File: src/rtl/alu_pkg.sv
// alu_pkg: definitions shared by the ALU result stage and its users.
//   - FLAG_* : bit positions of the ALU status flags inside a 4-bit flag word.
//   - SEL_*  : ALU opcodes, as carried on sel and stored as the result tag.
//   - alu_entry_t : one stored result for the default 32-bit ALU.
//   - pack_flags() : assembles the flag word from the individual ALU flags.
package alu_pkg;

   localparam int unsigned FLAG_COUT = 3;
   localparam int unsigned FLAG_NEG  = 2;
   localparam int unsigned FLAG_ZERO = 1;
   localparam int unsigned FLAG_OVF  = 0;

   localparam logic [3:0] SEL_AND = 4'b0000;
   localparam logic [3:0] SEL_OR  = 4'b0001;
   localparam logic [3:0] SEL_ADD = 4'b0110;
   localparam logic [3:0] SEL_SUB = 4'b0111;

   localparam int unsigned ALU_WIDTH = 32;

   typedef logic [3:0] alu_flags_t;
   typedef logic [3:0] alu_sel_t;

   typedef struct packed {
      logic [ALU_WIDTH-1:0] result;
      alu_flags_t           flags;
      alu_sel_t             sel;
   } alu_entry_t;

   function automatic alu_flags_t pack_flags(input logic cout, input logic neg,
                                             input logic zero, input logic ovf);
      alu_flags_t f;
      f            = '0;
      f[FLAG_COUT] = cout;
      f[FLAG_NEG]  = neg;
      f[FLAG_ZERO] = zero;
      f[FLAG_OVF]  = ovf;
      return f;
   endfunction

endpackage

File: src/rtl/alu_result_stage_if.sv
// alu_result_stage_if: ALU-to-stage capture bus and stage-to-consumer result bus.
//   Capture : in_valid, in_ready, Y, Cout, Negative, Zero, Overflow, sel
//   Result  : out_valid, out_ready, out_Y, out_flags ({Cout,Negative,Zero,Overflow}), out_sel
//   master  : the ALU/consumer side; slave : the result stage.
interface alu_result_stage_if #(
   parameter int unsigned WIDTH = 32
);
   logic             in_valid;
   logic             in_ready;
   logic [WIDTH-1:0] Y;
   logic             Cout;
   logic             Negative;
   logic             Zero;
   logic             Overflow;
   logic [3:0]       sel;
   logic             out_valid;
   logic             out_ready;
   logic [WIDTH-1:0] out_Y;
   logic [3:0]       out_flags;
   logic [3:0]       out_sel;

   modport master (
      output in_valid, Y, Cout, Negative, Zero, Overflow, sel, out_ready,
      input  in_ready, out_valid, out_Y, out_flags, out_sel
   );

   modport slave (
      input  in_valid, Y, Cout, Negative, Zero, Overflow, sel, out_ready,
      output in_ready, out_valid, out_Y, out_flags, out_sel
   );
endinterface

File: src/rtl/sync_fifo.sv
// sync_fifo: single-clock FIFO with occupancy count.
//   clk, rst  : clock, synchronous active-high reset (empties the FIFO)
//   push_i    : write wdata_i at the tail (ignored when full)
//   pop_i     : drop the head entry (ignored when empty)
//   rdata_o   : head entry (undefined when empty)
//   full_o, empty_o, count_o : occupancy status
module sync_fifo #(
   parameter int unsigned WIDTH = 8,
   parameter int unsigned DEPTH = 4
) (
   input  logic                     clk,
   input  logic                     rst,
   input  logic                     push_i,
   input  logic [WIDTH-1:0]         wdata_i,
   input  logic                     pop_i,
   output logic [WIDTH-1:0]         rdata_o,
   output logic                     full_o,
   output logic                     empty_o,
   output logic [$clog2(DEPTH):0]   count_o
);
   localparam int unsigned PtrW = $clog2(DEPTH);
   localparam int unsigned CntW = PtrW + 1;

   logic [WIDTH-1:0] mem_q [DEPTH];
   logic [PtrW-1:0]  wptr_q, wptr_d;
   logic [PtrW-1:0]  rptr_q, rptr_d;
   logic [CntW-1:0]  count_q, count_d;
   logic             do_push, do_pop;

   assign full_o  = (count_q == CntW'(DEPTH));
   assign empty_o = (count_q == '0);
   assign count_o = count_q;
   assign rdata_o = mem_q[rptr_q];

   always_comb begin
      do_push = push_i && !full_o;
      do_pop  = pop_i && !empty_o;
      wptr_d  = wptr_q;
      rptr_d  = rptr_q;
      count_d = count_q;
      // Pointers are exactly PtrW bits, so DEPTH-1 wraps to 0 for free.
      if (do_push) wptr_d = wptr_q + PtrW'(1);
      if (do_pop)  rptr_d = rptr_q + PtrW'(1);
      if (do_push && !do_pop)      count_d = count_q + CntW'(1);
      else if (do_pop && !do_push) count_d = count_q - CntW'(1);
   end

   always_ff @(posedge clk) begin
      if (rst) begin
         wptr_q  <= '0;
         rptr_q  <= '0;
         count_q <= '0;
      end else begin
         wptr_q  <= wptr_d;
         rptr_q  <= rptr_d;
         count_q <= count_d;
      end
   end

   // Storage needs no reset: it is only observed through a non-empty head.
   always_ff @(posedge clk) begin
      if (!rst && do_push) mem_q[wptr_q] <= wdata_i;
   end

endmodule

File: src/rtl/alu_result_stage.sv
// alu_result_stage: registered result FIFO behind the combinational ALU.
//   clk, rst     : clock, synchronous active-high reset
//   bus (slave)  : capture handshake from the ALU and result handshake to the consumer
//   sticky_clr   : clear sticky_flags and ovf_count (a same-cycle push still counts)
//   sticky_flags : OR of flags of all accepted entries since last clear
//   ovf_count    : saturating count of accepted entries with Overflow set
//   count        : FIFO occupancy
module alu_result_stage
   import alu_pkg::*;
#(
   parameter int unsigned WIDTH = 32,
   parameter int unsigned DEPTH = 4
) (
   input  logic                   clk,
   input  logic                   rst,
   alu_result_stage_if.slave      bus,
   input  logic                   sticky_clr,
   output logic [3:0]             sticky_flags,
   output logic [15:0]            ovf_count,
   output logic [$clog2(DEPTH):0] count
);
   typedef struct packed {
      logic [WIDTH-1:0] result;
      alu_flags_t       flags;
      alu_sel_t         sel;
   } entry_t;

   entry_t     wr_entry, rd_entry;
   alu_flags_t in_flags;
   logic       full, empty, push, pop;
   alu_flags_t sticky_q, sticky_d;
   logic [15:0] ovf_q, ovf_d;

   sync_fifo #(
      .WIDTH ($bits(entry_t)),
      .DEPTH (DEPTH)
   ) u_fifo (
      .clk     (clk),
      .rst     (rst),
      .push_i  (push),
      .wdata_i (wr_entry),
      .pop_i   (pop),
      .rdata_o (rd_entry),
      .full_o  (full),
      .empty_o (empty),
      .count_o (count)
   );

   always_comb begin
      in_flags        = pack_flags(bus.Cout, bus.Negative, bus.Zero, bus.Overflow);
      wr_entry.result = bus.Y;
      wr_entry.flags  = in_flags;
      wr_entry.sel    = bus.sel;
      // No pass-through when full: readiness ignores out_ready.
      bus.in_ready    = !rst && !full;
      push            = bus.in_valid && bus.in_ready;
      bus.out_valid   = !empty;
      pop             = bus.out_valid && bus.out_ready;
      bus.out_Y       = empty ? '0 : rd_entry.result;
      bus.out_flags   = empty ? '0 : rd_entry.flags;
      bus.out_sel     = empty ? '0 : rd_entry.sel;
   end

   // Clear first, then merge the same-cycle push so no event is lost.
   always_comb begin
      sticky_d = sticky_clr ? '0 : sticky_q;
      ovf_d    = sticky_clr ? '0 : ovf_q;
      if (push) begin
         sticky_d = sticky_d | in_flags;
         if (in_flags[FLAG_OVF] && (ovf_d != 16'hFFFF)) ovf_d = ovf_d + 16'd1;
      end
   end

   always_ff @(posedge clk) begin
      if (rst) begin
         sticky_q <= '0;
         ovf_q    <= '0;
      end else begin
         sticky_q <= sticky_d;
         ovf_q    <= ovf_d;
      end
   end

   assign sticky_flags = sticky_q;
   assign ovf_count    = ovf_q;

endmodule

File: src/flat_wrapper.sv
// flat-port wrapper written by rule: the top's interface ports become plain ports
module alu_result_stage_flat import alu_pkg::*;
#(
   parameter int unsigned WIDTH = 32,
   parameter int unsigned DEPTH = 4
)
  (clk, rst, sticky_clr, sticky_flags, ovf_count, count, bus_in_valid, bus_Y, bus_Cout, bus_Negative, bus_Zero, bus_Overflow, bus_sel, bus_out_ready, bus_in_ready, bus_out_valid, bus_out_Y, bus_out_flags, bus_out_sel);
  alu_result_stage_if #(.WIDTH(WIDTH)) bus_i ();
  input  logic clk;
  input  logic rst;
  input  logic sticky_clr;
  output logic [3:0] sticky_flags;
  output logic [15:0] ovf_count;
  output logic [$clog2(DEPTH):0] count;
  input wire logic [$bits(bus_i.in_valid)-1:0] bus_in_valid;
  input wire logic [$bits(bus_i.Y)-1:0] bus_Y;
  input wire logic [$bits(bus_i.Cout)-1:0] bus_Cout;
  input wire logic [$bits(bus_i.Negative)-1:0] bus_Negative;
  input wire logic [$bits(bus_i.Zero)-1:0] bus_Zero;
  input wire logic [$bits(bus_i.Overflow)-1:0] bus_Overflow;
  input wire logic [$bits(bus_i.sel)-1:0] bus_sel;
  input wire logic [$bits(bus_i.out_ready)-1:0] bus_out_ready;
  output wire logic [$bits(bus_i.in_ready)-1:0] bus_in_ready;
  output wire logic [$bits(bus_i.out_valid)-1:0] bus_out_valid;
  output wire logic [$bits(bus_i.out_Y)-1:0] bus_out_Y;
  output wire logic [$bits(bus_i.out_flags)-1:0] bus_out_flags;
  output wire logic [$bits(bus_i.out_sel)-1:0] bus_out_sel;
  assign bus_i.in_valid = bus_in_valid;
  assign bus_i.Y = bus_Y;
  assign bus_i.Cout = bus_Cout;
  assign bus_i.Negative = bus_Negative;
  assign bus_i.Zero = bus_Zero;
  assign bus_i.Overflow = bus_Overflow;
  assign bus_i.sel = bus_sel;
  assign bus_i.out_ready = bus_out_ready;
  assign bus_in_ready = bus_i.in_ready;
  assign bus_out_valid = bus_i.out_valid;
  assign bus_out_Y = bus_i.out_Y;
  assign bus_out_flags = bus_i.out_flags;
  assign bus_out_sel = bus_i.out_sel;
  alu_result_stage #(.WIDTH(WIDTH), .DEPTH(DEPTH)) u_core (.clk(clk), .rst(rst), .bus(bus_i), .sticky_clr(sticky_clr), .sticky_flags(sticky_flags), .ovf_count(ovf_count), .count(count));
endmodule
File: config.mk
export PLATFORM = sky130hd
export DESIGN_NAME = alu_result_stage_flat
export DESIGN_NICKNAME = d
export VERILOG_FILES = /design/src/rtl/alu_pkg.sv /design/src/rtl/alu_result_stage_if.sv /design/src/rtl/sync_fifo.sv /design/src/rtl/alu_result_stage.sv /design/src/flat_wrapper.sv
export SDC_FILE = /design/constraint.sdc
export NUM_CORES = 1
export LEC_CHECK = 0
export CAP_MARGIN = 30
export CORE_ASPECT_RATIO = 0.9
export CORE_MARGIN = 2
export CORE_UTILIZATION = 54
export CTS_CLUSTER_SIZE = 28
export DETAILED_ROUTE_END_ITERATION = 12
export PLACE_DENSITY = 0.81
export SLEW_MARGIN = 10
export SYNTH_ARGS = -nofsm -noshare
export SYNTH_HDL_FRONTEND = slang
export SYNTH_HIERARCHICAL = 1
export SYNTH_SLANG_ARGS = --single-unit
File: constraint.sdc
create_clock -name clk -period 7.9 [get_ports clk]
set_input_delay 2.37 -clock clk [delete_from_list [all_inputs] [get_ports clk]]
set_output_delay 2.37 -clock clk [all_outputs]
set_load 0.01 [all_outputs]
==> impl_metrics.py <==
metrics = {
    "global_routing": {
        "grt_antenna_before_repair": 0,
        "grt_pass1_wl_mm": 22.1,
        "grt_pass1_vias": 4167,
        "gr-usage-met2_pct": 33.4,
        "grt_most_used_layer": "met2",
        "track_usage_pct": 19.8,
        "grt_use_met1_pct": 25.4,
        "grt.overflow.total": 0,
        "gr-usage-met3_pct": 5.55,
        "grt_max_degree": 43,
    },
    "timing": {
        "finalHoldViolCount": 0,
        "slew_viol_final": 0,
        "setup_viol_count_final": 0,
        "worst_pin_slew_ns": 0.745,
        "rsz0062_at_grt": "false",
        "hold_slack_ns": 0.483,
        "fmax_mhz": 164,
        "fin_skew_ns": 0.0115,
        "min_period_ns": 6.09,
        "setup_slack_ns": 1.81,
        "fin_crit_sh_pct": 77.1,
        "tns_ns": 0,
        "relSlewSlack_pct": 50.3,
    },
    "worst_hold_path": {
        "hold_depth": 2,
        "min_from": "u_core/sticky_flags[0]",
        "hold_end": "u_core/sticky_flags[0]",
        "hold_path_class": "reg -> reg",
    },
    "synth": {
        "syn_nets": 477,
        "postSynthRegisterBits": 189,
        "synthDominantCellAreaShare_pct": 63.0,
        "synth.most_common_cell": "edfxtp_1",
        "synth_top_cell_by_area": "edfxtp_1",
        "ys.flop_type": "edfxtp_1",
        "syn_area_um2": 7630,
        "synth_cells": 425,
        "synthTopCellsByArea": "edfxtp_1 63%, dfxtp_1 7.6%, mux4_2 7.1%",
        "yosysSeqAreaShare_pct": 70.6,
        "syn_avg_cell_area_um2": 18.0,
        "synthArstFlopShare_pct": 0,
        "synth_common_cells": "160 x edfxtp_1, 50 x nor2b_1, 29 x dfxtp_1",
        "synth_edf_count": 160,
        "yosys.cell_types.count": 44,
        "synth_warnings": 6,
    },
    "final_layout": {
        "layout-drive-gt1-share_pct": 13.7,
        "antennaDiodeCount": 0,
        "final_nets": 593,
        "syn2layout_area_growth_pct": 25.2,
        "fillers": 894,
    },
    "power": {
        "switching_power_uw": 709,
        "power_frac_seq_pct": 41.7,
        "powerDensity_nw_per_um2": 289,
        "clockPowerShare_pct": 31.5,
        "ir_worst_vdd_v": 0.000163,
        "p_leak_nw": 3.10,
        "internal-power_mw": 2.05,
        "sw_frac_of_total_pct": 25.7,
        "combPwrFrac_pct": 26.8,
    },
    "die": {
        "rows": 41,
        "fp.dieW_um": 129,
        "io_pins": 110,
        "fp.coreArea_um2": 13900,
        "die_area_um2": 15100,
        "initial_core_util_pct": 54.9,
        "fp.dieH_um": 117,
    },
    "worst_setup_path": {
        "critPathCaptureType": "output port",
        "crit_top_cell": "clkdlybuf4s50_1",
        "crit_start": "rst",
        "worstSetupPathType": "in -> out",
        "path_cells": "clkdlybuf4s50_1 > buf_4 > nor2_1 > clkdlybuf4s50_1",
        "ff2ff_setup_slack_ns": 5.16,
        "slowest_delay_ns": 0.50,
        "r2r-start": "u_core/u_fifo/count_o[0]",
        "r2r.worst_path.cells": 10,
        "cpMaxStageDelayCell": "clkdlybuf4s50_1",
        "critPathRequiredTime_ns": 5.53,
        "crit_path_max_fanout": 31,
        "cp-start-kind": "primary input",
        "regToRegEndpoint": "u_core/u_fifo/count_o[2]",
        "cp.arrival_ns": 3.72,
    },
    "clock_network": {
        "cts_made_buffers": 17,
        "cts_num_sinks": 189,
        "ctsResizeCount": 0,
        "post_cts_buffers": 0,
        "cts.clk_slew.worst_paths_ns": 0.07,
        "cts_root_buf": "clkbuf_16",
        "cts_hold_buf": 0,
        "htreeDepth": 4,
        "clk_latency_ns": 0.42,
        "tritoncts": "yes",
        "cts_buffer_depth": 2,
    },
    "placement": {
        "io_buffer_count": 109,
        "dp_slack_ns": 1.80,
        "dp_hpwl_mm": 8.50,
        "place.gp.congestion": 0.812,
    },
    "route": {
        "drt-vias-per-instance": 5.43,
        "initialDrtViolationCount": 343,
        "drt_pre_antenna_iters": 4,
        "vias": 4055,
        "wl_per_cell_um": 19.4,
        "routed_wl_mm": 14.5,
        "antenna_left": 0,
        "drc": 0,
    },
    "job": {
        "maxCapViolCount": 0,
    },
    "run_status": {
        "outcome": "completed",
    },
}
-- metal layers --
| metal | wire (um) | vias up |
|---|---|---|
| li1 | - | 1884 |
| met1 | 6250 | 2023 |
| met2 | 7170 | 134 |
| met3 | 884 | 14 |
| met4 | 167 | 0 |
| met5 | 0 | - |
-- sequential cells by signal (all words and copies together), names as in the netlist, named ones only --
signal and flops:
u_core/sticky_flags 4, u_core/u_fifo/count_o 3, u_core/u_fifo/mem_q 160, u_core/u_fifo/rptr_q 2, u_core/ovf_count 16, u_core/u_fifo/wptr_q 2
-- area by class of cell --
class | count | area, um^2 | share of cell area, %
Tap cell | 193 | 241 | 2.53
Timing Repair Buffer | 117 | 1170 | 12.3
Clock buffer | 21 | 440 | 4.61
Sequential cell | 189 | 5390 | 56.4
Clock inverter | 11 | 166 | 1.74
Inverter | 6 | 22.5 | 0.236
Multi-Input combinational cell | 210 | 2120 | 22.2
-- critical path, delay by kind of cell --
family        cells  cell delay [ns]
buf+inv           3             1.26
simple gates      1             0.09
-- worst max path at each step --
stage,end,depth (start not counted)
after floorplan,u_core/u_fifo/mem_q[0][0],4
after global placement,bus_in_ready,4
after detailed placement,bus_in_ready,4
after CTS,bus_in_ready,4
after global routing,bus_in_ready,4
final,bus_in_ready,4
-- cells by family after synthesis --
group	share of synthesized area, %
AO/OA/AOI/OAI	1.92
XOR/XNOR	1.38
adder cells (fa/ha/maj)	1.25
buffers and inverters	1.97
flip-flops	70.6
multiplexers	13.2
AND/OR/NAND/NOR	9.67
-- placed cells by master, fill, tap and decap left out, types with 4 or more instances in the layout --
cell             count
mux2i_1              5
xnor2_1              8
nor3b_2              5
or3_1                6
clkinv_2             4
nand2_1              7
nand2b_1             5
nor2b_1             50
nand3_1              4
xor2_1               4
clkbuf_16           17
clkbuf_1             4
o21ai_0              5
nand4_1              5
clkdlybuf4s50_1    109
inv_1                6
a21oi_1             11
bufinv_16            4
nor2_1              21
ha_1                 6
dfxtp_1             27
buf_4                7
and3_1               4
edfxtp_1           160
mux4_1              16
mux4_2              24
-- power groups by stage --
stage	sequential [mW]	combinational, mW	clock, mW
global route	1.16	0.795	0.924
floorplan	1.17	0.391	0
CTS	1.15	0.751	0.889
finish	1.15	0.740	0.868
detailed placement	1.17	0.747	0
global placement	1.17	0.732	0
-- through the flow --
stage	instance area, um^2	cells	util (%)	power [mW]
final	9550	747	68.7	2.76
after global routing	9550	747	68.7	2.88
after CTS	9550	747	68.7	2.79
after detailed placement	8940	715	64.3	1.92
after global placement	8920	714	64.1	1.90
after floorplan	7630	425	-	1.56
No activity file was read; power rests on OpenSTA's default activity.
